<file path="src/rtl/sw_debounce.sv">
// Two-flop synchronizer plus per-bit stability counter for slide switches.
// Emits clean levels and registered one-cycle rise/fall strobes per bit.
module sw_debounce #(
  parameter int WIDTH         = 10,
  parameter int STABLE_CYCLES = 500000,
  parameter int CNT_W         = $clog2(STABLE_CYCLES + 1)
) (
  input  logic             CLOCK_50,
  input  logic             RESET,
  input  logic [WIDTH-1:0] SW,
  output logic [WIDTH-1:0] SW_DB,
  output logic [WIDTH-1:0] SW_RISE,
  output logic [WIDTH-1:0] SW_FALL
);

  localparam logic [CNT_W-1:0] LAST = CNT_W'(STABLE_CYCLES - 1);

  logic [WIDTH-1:0] s1;
  logic [WIDTH-1:0] s2;
  logic [CNT_W-1:0] cnt     [WIDTH];
  logic [CNT_W-1:0] cnt_nxt [WIDTH];
  logic [WIDTH-1:0] accept;

  // A bit is accepted only after STABLE_CYCLES consecutive disagreements;
  // any agreement in between restarts the count from zero.
  always_comb begin
    accept = '0;
    for (int i = 0; i < WIDTH; i++) begin
      cnt_nxt[i] = '0;
      if (s2[i] != SW_DB[i]) begin
        if (cnt[i] == LAST) begin
          accept[i] = 1'b1;
        end else begin
          cnt_nxt[i] = cnt[i] + CNT_W'(1);
        end
      end
    end
  end

  always_ff @(posedge CLOCK_50 or posedge RESET) begin
    if (RESET) begin
      s1      <= '0;
      s2      <= '0;
      SW_DB   <= '0;
      SW_RISE <= '0;
      SW_FALL <= '0;
      for (int i = 0; i < WIDTH; i++) begin
        cnt[i] <= '0;
      end
    end else begin
      s1      <= SW;
      s2      <= s1;
      SW_DB   <= (SW_DB & ~accept) | (s2 & accept);
      SW_RISE <= accept & s2;
      SW_FALL <= accept & ~s2;
      for (int i = 0; i < WIDTH; i++) begin
        cnt[i] <= cnt_nxt[i];
      end
    end
  end

endmodule

</file>
<file path="config.mk">
export PLATFORM = sky130hd
export DESIGN_NAME = sw_debounce
export DESIGN_NICKNAME = d
export VERILOG_FILES = /design/src/rtl/sw_debounce.sv
export SDC_FILE = /design/constraint.sdc
export NUM_CORES = 1
export LEC_CHECK = 0
export ABC_AREA = 1
export BUFFER_PORTS_ARGS = -buffer_cell sky130_fd_sc_hd__buf_2
export CAP_MARGIN = 20
export CORE_MARGIN = 10
export CORE_UTILIZATION = 54
export DETAILED_ROUTE_END_ITERATION = 10
export PLACE_DENSITY = 0.81
export SETUP_SLACK_MARGIN = 0.4
export SLEW_MARGIN = 20
export SYNTH_ARGS = -nofsm -noshare
export SYNTH_HDL_FRONTEND = slang
export SYNTH_SLANG_ARGS = --single-unit
</file>
<file path="constraint.sdc">
create_clock -name CLOCK_50 -period 7.7 [get_ports CLOCK_50]
set_input_delay 0.77 -clock CLOCK_50 [delete_from_list [all_inputs] [get_ports CLOCK_50]]
set_output_delay 0.77 -clock CLOCK_50 [all_outputs]
set_load 0.005 [all_outputs]
</file>
==> results.md, run 1 <==
| Result | Reported |
|---|---|
| Routability-driven placement congestion ratio | 0.927 |
| Final routed wire length divided by cell count | 12.4 um |
| Max Clock Skew | 0.0269 ns |
| Largest area contributor in the synthesized netlist | sky130_fd_sc_hd__dfrtp_1 |
| Number of post-CTS setup repair buffers | 0 |
| Clock tree buffer depth | 3 |
| Congestion Overflow GR | 0 |
| Fraction of the yosys area taken by sequential cells | 46.5% |
| Setup Total Neg Slack | 0 ns |
| Number of nets in the finished design | 1779 |
| Count of vias placed by the detailed router | 10500 |
| Half-perimeter wire length of the detailed placement result | 18600 um |
| Worst vdd rail ir drop | 0.000170 V |
| Peak Freq | 520 MHz |
| Clock sink count | 240 |
| Endpoint of the worst hold-timing path | s1[0]$_DFF_PP0_ |
| Type of origin of the critical path | flop |
| Netlist area before placement | 12900 um2 |
| Post-placement worst setup slack | 5.29 ns |
| Antenna-violating nets left | 0 |
| Number of global-route vias before repair | 10100 |
| Delay of the slowest cell on the worst path | 0.46 ns |
| Input/output buffers | 41 |
| Placed cell count | 2049 |
| Static leakage | 6.26 nW |
| Hold Startpoint | SW[0] |
| Setup violators final | 0 |
| Average via count per standard cell | 5.02 |
| Worst Setup Slack, final | 5.78 ns |
| Number of levels in the clock H-tree | 1 |
| RSZ-0062 raised after global routing | no |
| Post-synth cell types | 28 |
| Final worst hold slack | 0.342 ns |
| Router iterations before antenna repair | 7 |
| Arrival @ worst endpoint | 1.15 ns |
| Post-synthesis register bit count | 240 |
| Vertical die dimension | 175 um |
| Clock tree from TritonCTS | done |
| Number of violations reported at the end of detailed-routing iteration 0 | 664 |
| Syn nets | 1713 |
| Number of max-slew violations in the final report | 0 |
| Area taken by multi-input logic gates | 6150 um2 |
| Resized Gates After CTS | 0 |
| Share of the clock period used by the worst path after layout | 25.0% |
| PwrDens | 185 nW/um2 |
| Layout Area Growth over Synthesis | 11.8% |
| Family with the most delay on the worst path | flip-flops |
| Boundary Pins | 42 |
| Number of standard cells in the final layout excluding fillers | 2095 |
| Core area | 23500 um2 |
| Clock latency of the later-clocked register in the worst-skew pair | 0.53 ns |
| Maxcap violations | 0 |
| Hold Fails Final Rpt | 0 |
| Kind of end point of the critical path | primary output |
| Worst slew slack as a fraction of its limit | 41.4% |
| Avg Synthesized Cell Area | 7.63 um2 |
| Number of antenna violations at the first check in global routing | 0 |
| Cell with the largest stage delay on the worst path | sky130_fd_sc_hd__dfrtp_1 |
| Synth Instances | 1691 |
| Share of cells above drive strength 1 | 11.8% |
| Routed wire length | 26100 um |
| Global-route wire length before repair | 45300 um |
| Initial standard-cell utilization of the core | 55.0% |
| Worst Hold Path Cells | 1 |
| Final non-filler cell area | 14400 um2 |
| Min Clock Period, post-route | 1.92 ns |
| WS Path Type | flop to primary output |
| Class of the tightest hold or removal check | input pin to flop |
| Synthesis Warnings | 0 |
| Worst flop-to-flop path endpoint | cnt[79]$_DFF_PP0_ |
| Area of the die | 30500 um2 |
| CTS clk-pin slew, worst paths | 0.07 ns |
| Number of buffers inserted for hold repair after clock tree synthesis | 0 |
| Run status | complete, no violations |
| Crit Path Max Fanout | 5 |
| Fill cell total of the finished layout | 2018 |
| Largest net degree at the start of global routing | 133 |
| Number of diodes added for antenna fixing | 0 |
| Leading cell type in the layout, fill and taps excluded | sky130_fd_sc_hd__nor2_1 |
| Synth top area cells | sky130_fd_sc_hd__dfrtp_1 47%, sky130_fd_sc_hd__nor2_1 14%, sky130_fd_sc_hd__nand2_1 8.8% |
| Required arrival time at the worst endpoint | 6.93 ns |
| Register-to-register setup slack | 6.08 ns |
| Floorplan row count | 56 |
| Horizontal die dimension | 175 um |
| Number of clock buffers inserted by TritonCTS | 25 |
| Total power | 2.67 mW |
| Slew at the pin closest to its max-slew limit | 0.879 ns |
| Gr usage total | 16.9% |
| Commonest cells after routing, fill and taps aside | 470 x sky130_fd_sc_hd__nor2_1, 303 x sky130_fd_sc_hd__nand2_1, 240 x sky130_fd_sc_hd__dfrtp_1, 186 x sky130_fd_sc_hd__inv_1, 137 x sky130_fd_sc_hd__nand3_1 |
| Residual DRC | 0 |
| R2r worst-path depth | 6 |
| Area share of the leading cell type in the synthesized netlist | 46.5% |
| Buf+Inv Stages, Crit Path | 1 |
| Root buffer cell | sky130_fd_sc_hd__clkbuf_16 |
| Worst-path cell chain | buf_2 |
| Area occupied by registers | 6010 um2 |
| End-of-flow core utilization | 61.5% |
| Standard cell area after detailed placement | 13500 um2 |
[metal layers]
| layer | up-vias | track usage [%] | share of wire (%) |
|---|---|---|---|
| met5 | - | 0 | 0 |
| met4 | 0 | 4.49 | 2.0 |
| met3 | 46 | 2.52 | 3.8 |
| met2 | 179 | 29.4 | 49 |
| met1 | 4910 | 21.7 | 46 |
| li1 | 5381 | - | - |
[how the worst max path moves through the flow]
stage / start / to / slack, ns / depth (start not counted)
floorplan: RESET / SW_FALL[0]$_DFF_PP0_ / 3.78 / 1
detailed placement: RESET / cnt[89]$_DFF_PP0_ / 5.29 / 3
global route: RESET / cnt[123]$_DFF_PP0_ / 5.70 / 3
CTS: flop / SW_DB[1] / 5.76 / 1
finish: flop / SW_DB[1] / 5.78 / 1
global placement: RESET / cnt[94]$_DFF_PP0_ / 5.34 / 3
[state kept, by name, summed over array words and instances (netlist names), named ones only]
| register | flops |
|---|---|
| SW_FALL | 10 |
| SW_RISE | 10 |
| cnt | 190 |
| s1 | 10 |
| s2 | 10 |
[layout make-up]
class | count | share of cell area, %
sequential | 240 | 41.6
clock buffer | 33 | 5.03
timing repair buffer | 43 | 1.61
multi-input combinational | 1252 | 42.6
tap | 319 | 2.77
inverter | 195 | 5.10
clock inverter | 13 | 1.28
[cell usage after synthesis]
master,number
sky130_fd_sc_hd__o22ai_1,7
sky130_fd_sc_hd__nand2_4,7
sky130_fd_sc_hd__and2_0,1
sky130_fd_sc_hd__ha_1,10
sky130_fd_sc_hd__inv_1,187
sky130_fd_sc_hd__and2_1,10
sky130_fd_sc_hd__nor3_2,2
sky130_fd_sc_hd__nor2_4,30
sky130_fd_sc_hd__o21ai_0,28
sky130_fd_sc_hd__nor3b_1,10
sky130_fd_sc_hd__a21oi_1,34
sky130_fd_sc_hd__nor2_1,470
sky130_fd_sc_hd__nand3_2,10
sky130_fd_sc_hd__buf_2,4
sky130_fd_sc_hd__o21ai_1,4
sky130_fd_sc_hd__xnor2_1,34
sky130_fd_sc_hd__nand4_1,11
sky130_fd_sc_hd__nand2_1,303
sky130_fd_sc_hd__nor2_2,34
sky130_fd_sc_hd__and3_1,2
sky130_fd_sc_hd__dfrtp_1,240
sky130_fd_sc_hd__nand3b_1,2
sky130_fd_sc_hd__o21bai_1,2
sky130_fd_sc_hd__xor2_1,53
sky130_fd_sc_hd__nor3_1,21
sky130_fd_sc_hd__nand2_2,30
sky130_fd_sc_hd__nand3_1,137
sky130_fd_sc_hd__inv_2,8
[power by group]
part           switching [mW]  total (mW)  leakage, nW  internal, mW
registers              0.0129        1.29         3.28          1.28
logic                  0.0597      0.0789         2.54        0.0192
clock network           0.502        1.30        0.445         0.800
[cells by family (layout without fill, tap and decap cells)]
kind of cell             count (synthesis)  count (layout)  synth area share (%)
buffers and inverters                  199             284                  5.83
flip-flops                             240             240                  46.5
AND/OR/NAND/NOR                       1080            1080                  37.7
AO/OA/AOI/OAI                           75              75                  3.02
adder cells (fa/ha/maj)                 10              10                 0.970
XOR/XNOR                                87              87                  5.91
No activity file was read; power rests on OpenSTA's default activity.
==> run 2: changes to the inputs <==
Settings changed: ABC_AREA 1 to 0, PLACE_DENSITY 0.81 to 0.78.
Clock period 7.7 ns to 1.8 ns, I/O delays scaled along.
==> results.md, run 2 <==
| Result | Reported |
|---|---|
| Type of origin of the critical path | flop |
| Peak Freq | 532 MHz |
| Routability-driven placement congestion ratio | 0.900 |
| Maxcap violations | 0 |
| Post-placement worst setup slack | -0.104 ns |
| Clock tree buffer depth | 3 |
| Number of nets in the finished design | 1403 |
| Core area | 20400 um2 |
| Share of the clock period used by the worst path after layout | 104% |
| Clock tree from TritonCTS | done |
| Run status | complete, but fails checks |
| Final routed wire length divided by cell count | 19.7 um |
| Clock sink count | 240 |
| Max Clock Skew | 0.0192 ns |
| Final non-filler cell area | 16400 um2 |
| Max FFs per register | 190 |
| Register-to-register setup slack | -0.08 ns |
| Area of the die | 26900 um2 |
| Most flops, register | cnt |
| RSZ-0062 raised after global routing | yes |
| Setup violators final | 35 |
| Async set-reset flop share out of synthesis | 100% |
| Worst slew slack as a fraction of its limit | 58.5% |
| Synth top area cells | sky130_fd_sc_hd__dfrtp_1 54%, sky130_fd_sc_hd__xnor2_1 8.8%, sky130_fd_sc_hd__nor2_1 5.6% |
| Synthesis Warnings | 0 |
| Commonest cells after routing, fill and taps aside | 231 x sky130_fd_sc_hd__dfrtp_1, 172 x sky130_fd_sc_hd__buf_4, 110 x sky130_fd_sc_hd__xnor2_1, 61 x sky130_fd_sc_hd__nand3_1, 60 x sky130_fd_sc_hd__nor2_1 |
| Top cell types by occurrence after synthesis | 240 x sky130_fd_sc_hd__dfrtp_1, 168 x sky130_fd_sc_hd__nor2_1, 113 x sky130_fd_sc_hd__xnor2_1 |
| Residual DRC | 0 |
| Min Clock Period, post-route | 1.88 ns |
| Input/output buffers | 41 |
| Number of clock buffers inserted by TritonCTS | 26 |
| Half-perimeter wire length of the detailed placement result | 16300 um |
| Crit Path Max Fanout | 5 |
| Share of cells above drive strength 1 | 44.4% |
| Placed cell count | 1500 |
| Cell with the largest stage delay on the worst path | sky130_fd_sc_hd__or4_4 |
| Static leakage | 6.65 nW |
| Number of antenna violations at the first check in global routing | 0 |
| Area share of the leading cell type in the synthesized netlist | 53.5% |
| Worst-path cell chain | nor4_2 -> nand4_1 -> or4_4 -> buf_4 -> nor3b_2 |
| WS Path Type | flop to flop |
| Boundary Pins | 42 |
| Clock latency of the later-clocked register in the worst-skew pair | 0.54 ns |
| Leading cell type in the layout, fill and taps excluded | sky130_fd_sc_hd__dfrtp_1 |
| Gr usage total | 21.6% |
| Worst vdd rail ir drop | 0.000733 V |
| Kind of end point of the critical path | flop |
| CTS clk-pin slew, worst paths | 0.06 ns |
| Count of vias placed by the detailed router | 10000 |
| Number of violations reported at the end of detailed-routing iteration 0 | 735 |
| Largest area contributor in the synthesized netlist | sky130_fd_sc_hd__dfrtp_1 |
| Layout Area Growth over Synthesis | 45.8% |
| Syn nets | 1108 |
| Synth Instances | 1086 |
| Post-synth cell types | 39 |
| Prevailing post-synth register cell | sky130_fd_sc_hd__dfrtp_1 |
| Number of global-route vias before repair | 10200 |
| Most common cell in the netlist | sky130_fd_sc_hd__dfrtp_1 |
| Hold Fails Final Rpt | 0 |
| Routed wire length | 32800 um |
| Number of diodes added for antenna fixing | 0 |
| Class of the tightest hold or removal check | input pin to async pin |
| Number of max-slew violations in the final report | 0 |
| Global-route wire length before repair | 49300 um |
| Worst Setup Slack, final | -0.0782 ns |
| Vertical die dimension | 164 um |
| Number of standard cells in the final layout excluding fillers | 1670 |
| Post-synth EDFFs | 0 |
| Total power | 11.7 mW |
| Floorplan row count | 52 |
| Arrival @ worst endpoint | 2.32 ns |
| Root buffer cell | sky130_fd_sc_hd__clkbuf_16 |
| Required arrival time at the worst endpoint | 2.25 ns |
| Antenna-violating nets left | 0 |
| Delay of the slowest cell on the worst path | 0.56 ns |
| Horizontal die dimension | 164 um |
| Largest net degree at the start of global routing | 49 |
| Fraction of the yosys area taken by sequential cells | 53.5% |
| Average via count per standard cell | 6.00 |
| Violated checks | setup timing |
| Slew at the pin closest to its max-slew limit | 0.621 ns |
| Post-synthesis register bit count | 240 |
| Number of levels in the clock H-tree | 1 |
| Router iterations before antenna repair | 6 |
| Avg Synthesized Cell Area | 10.3 um2 |
| Standard cell area after detailed placement | 13000 um2 |
| Initial standard-cell utilization of the core | 55.1% |
| Congestion Overflow GR | 0 |
| PwrDens | 717 nW/um2 |
| Final worst hold slack | 0.269 ns |
| Netlist area before placement | 11200 um2 |
[run 2: through the flow]
step / TNS (ns) / util (%)
after floorplan: -367.01 / -
after global routing: -5.31 / 80.4
after CTS: -0.0538 / 76.7
after detailed placement: -0.336 / 63.9
after global placement: -0.226 / 63.9
final: -0.541 / 80.4
[run 2: report_power, final]
| group | internal [mW] | leakage [nW] | switching (mW) |
|---|---|---|---|
| registers | 5.47 | 3.27 | 0.0916 |
| logic | 0.333 | 2.96 | 0.390 |
| clock network | 3.26 | 0.423 | 2.19 |
| total | 9.07 | 6.65 | 2.67 |
[run 2: cell type report]
cell class	count	area, um2
multi-input combinational	805	6710
fill	1045	4000
clock inverter	10	141
inverter	23	90.1
timing repair buffer	285	2340
tap	270	338
clock buffer	37	732
sequential	240	6020
[run 2: cell families after synthesis]
kind of cell	Yosys count	synth area share [%]
xor+xnor	144	11.2
compound gates	76	4.87
buf+inv	41	1.57
mux	16	1.61
fa+ha+maj	10	1.11
simple gates	559	26.1
flops	240	53.5
[run 2: critical path, delay by kind of cell, from the launching register on]
kind	cells	cell delay, ns
and+or+nand+nor	4	1.22
DFF	1	0.40
buffers and inverters	1	0.18
[run 2: repair_timing]
item | CTS | global route
endpoints found under the hold margin | 26 | 0
cloned | 4 | 3
hold buffers | 11 | 0
gates resized for setup | 251 | 127
setup endpoints to repair | 210 | 210
pin swaps | 72 | 25
buffers inserted | 75 | 30
[run 2: final timing paths]
kind / from / endpoint / depth (start not counted)
max: cnt[7]$_DFF_PP0_ / SW_RISE[9]$_DFF_PP0_ / 5
min: RESET / async pin / 3
max reg2reg: cnt[7]$_DFF_PP0_ / SW_RISE[9]$_DFF_PP0_ / 5
min reg2reg: s1[0]$_DFF_PP0_ / s2[0]$_DFF_PP0_ / 0
max in group asynchronous: RESET / cnt[6]$_DFF_PP0_ / 4
min in group CLOCK_50: SW[4] / s1[4]$_DFF_PP0_ / 2
[run 2: metal layers]
layer	wire length, um	vias up	GRT usage [%]	share of wire, %
met2	17500	383	39.6	53
met5	0	-	0	0
met3	1710	114	3.58	5.2
li1	-	4465	-	-
met4	1210	0	6.86	3.7
met1	12400	5054	25.1	38
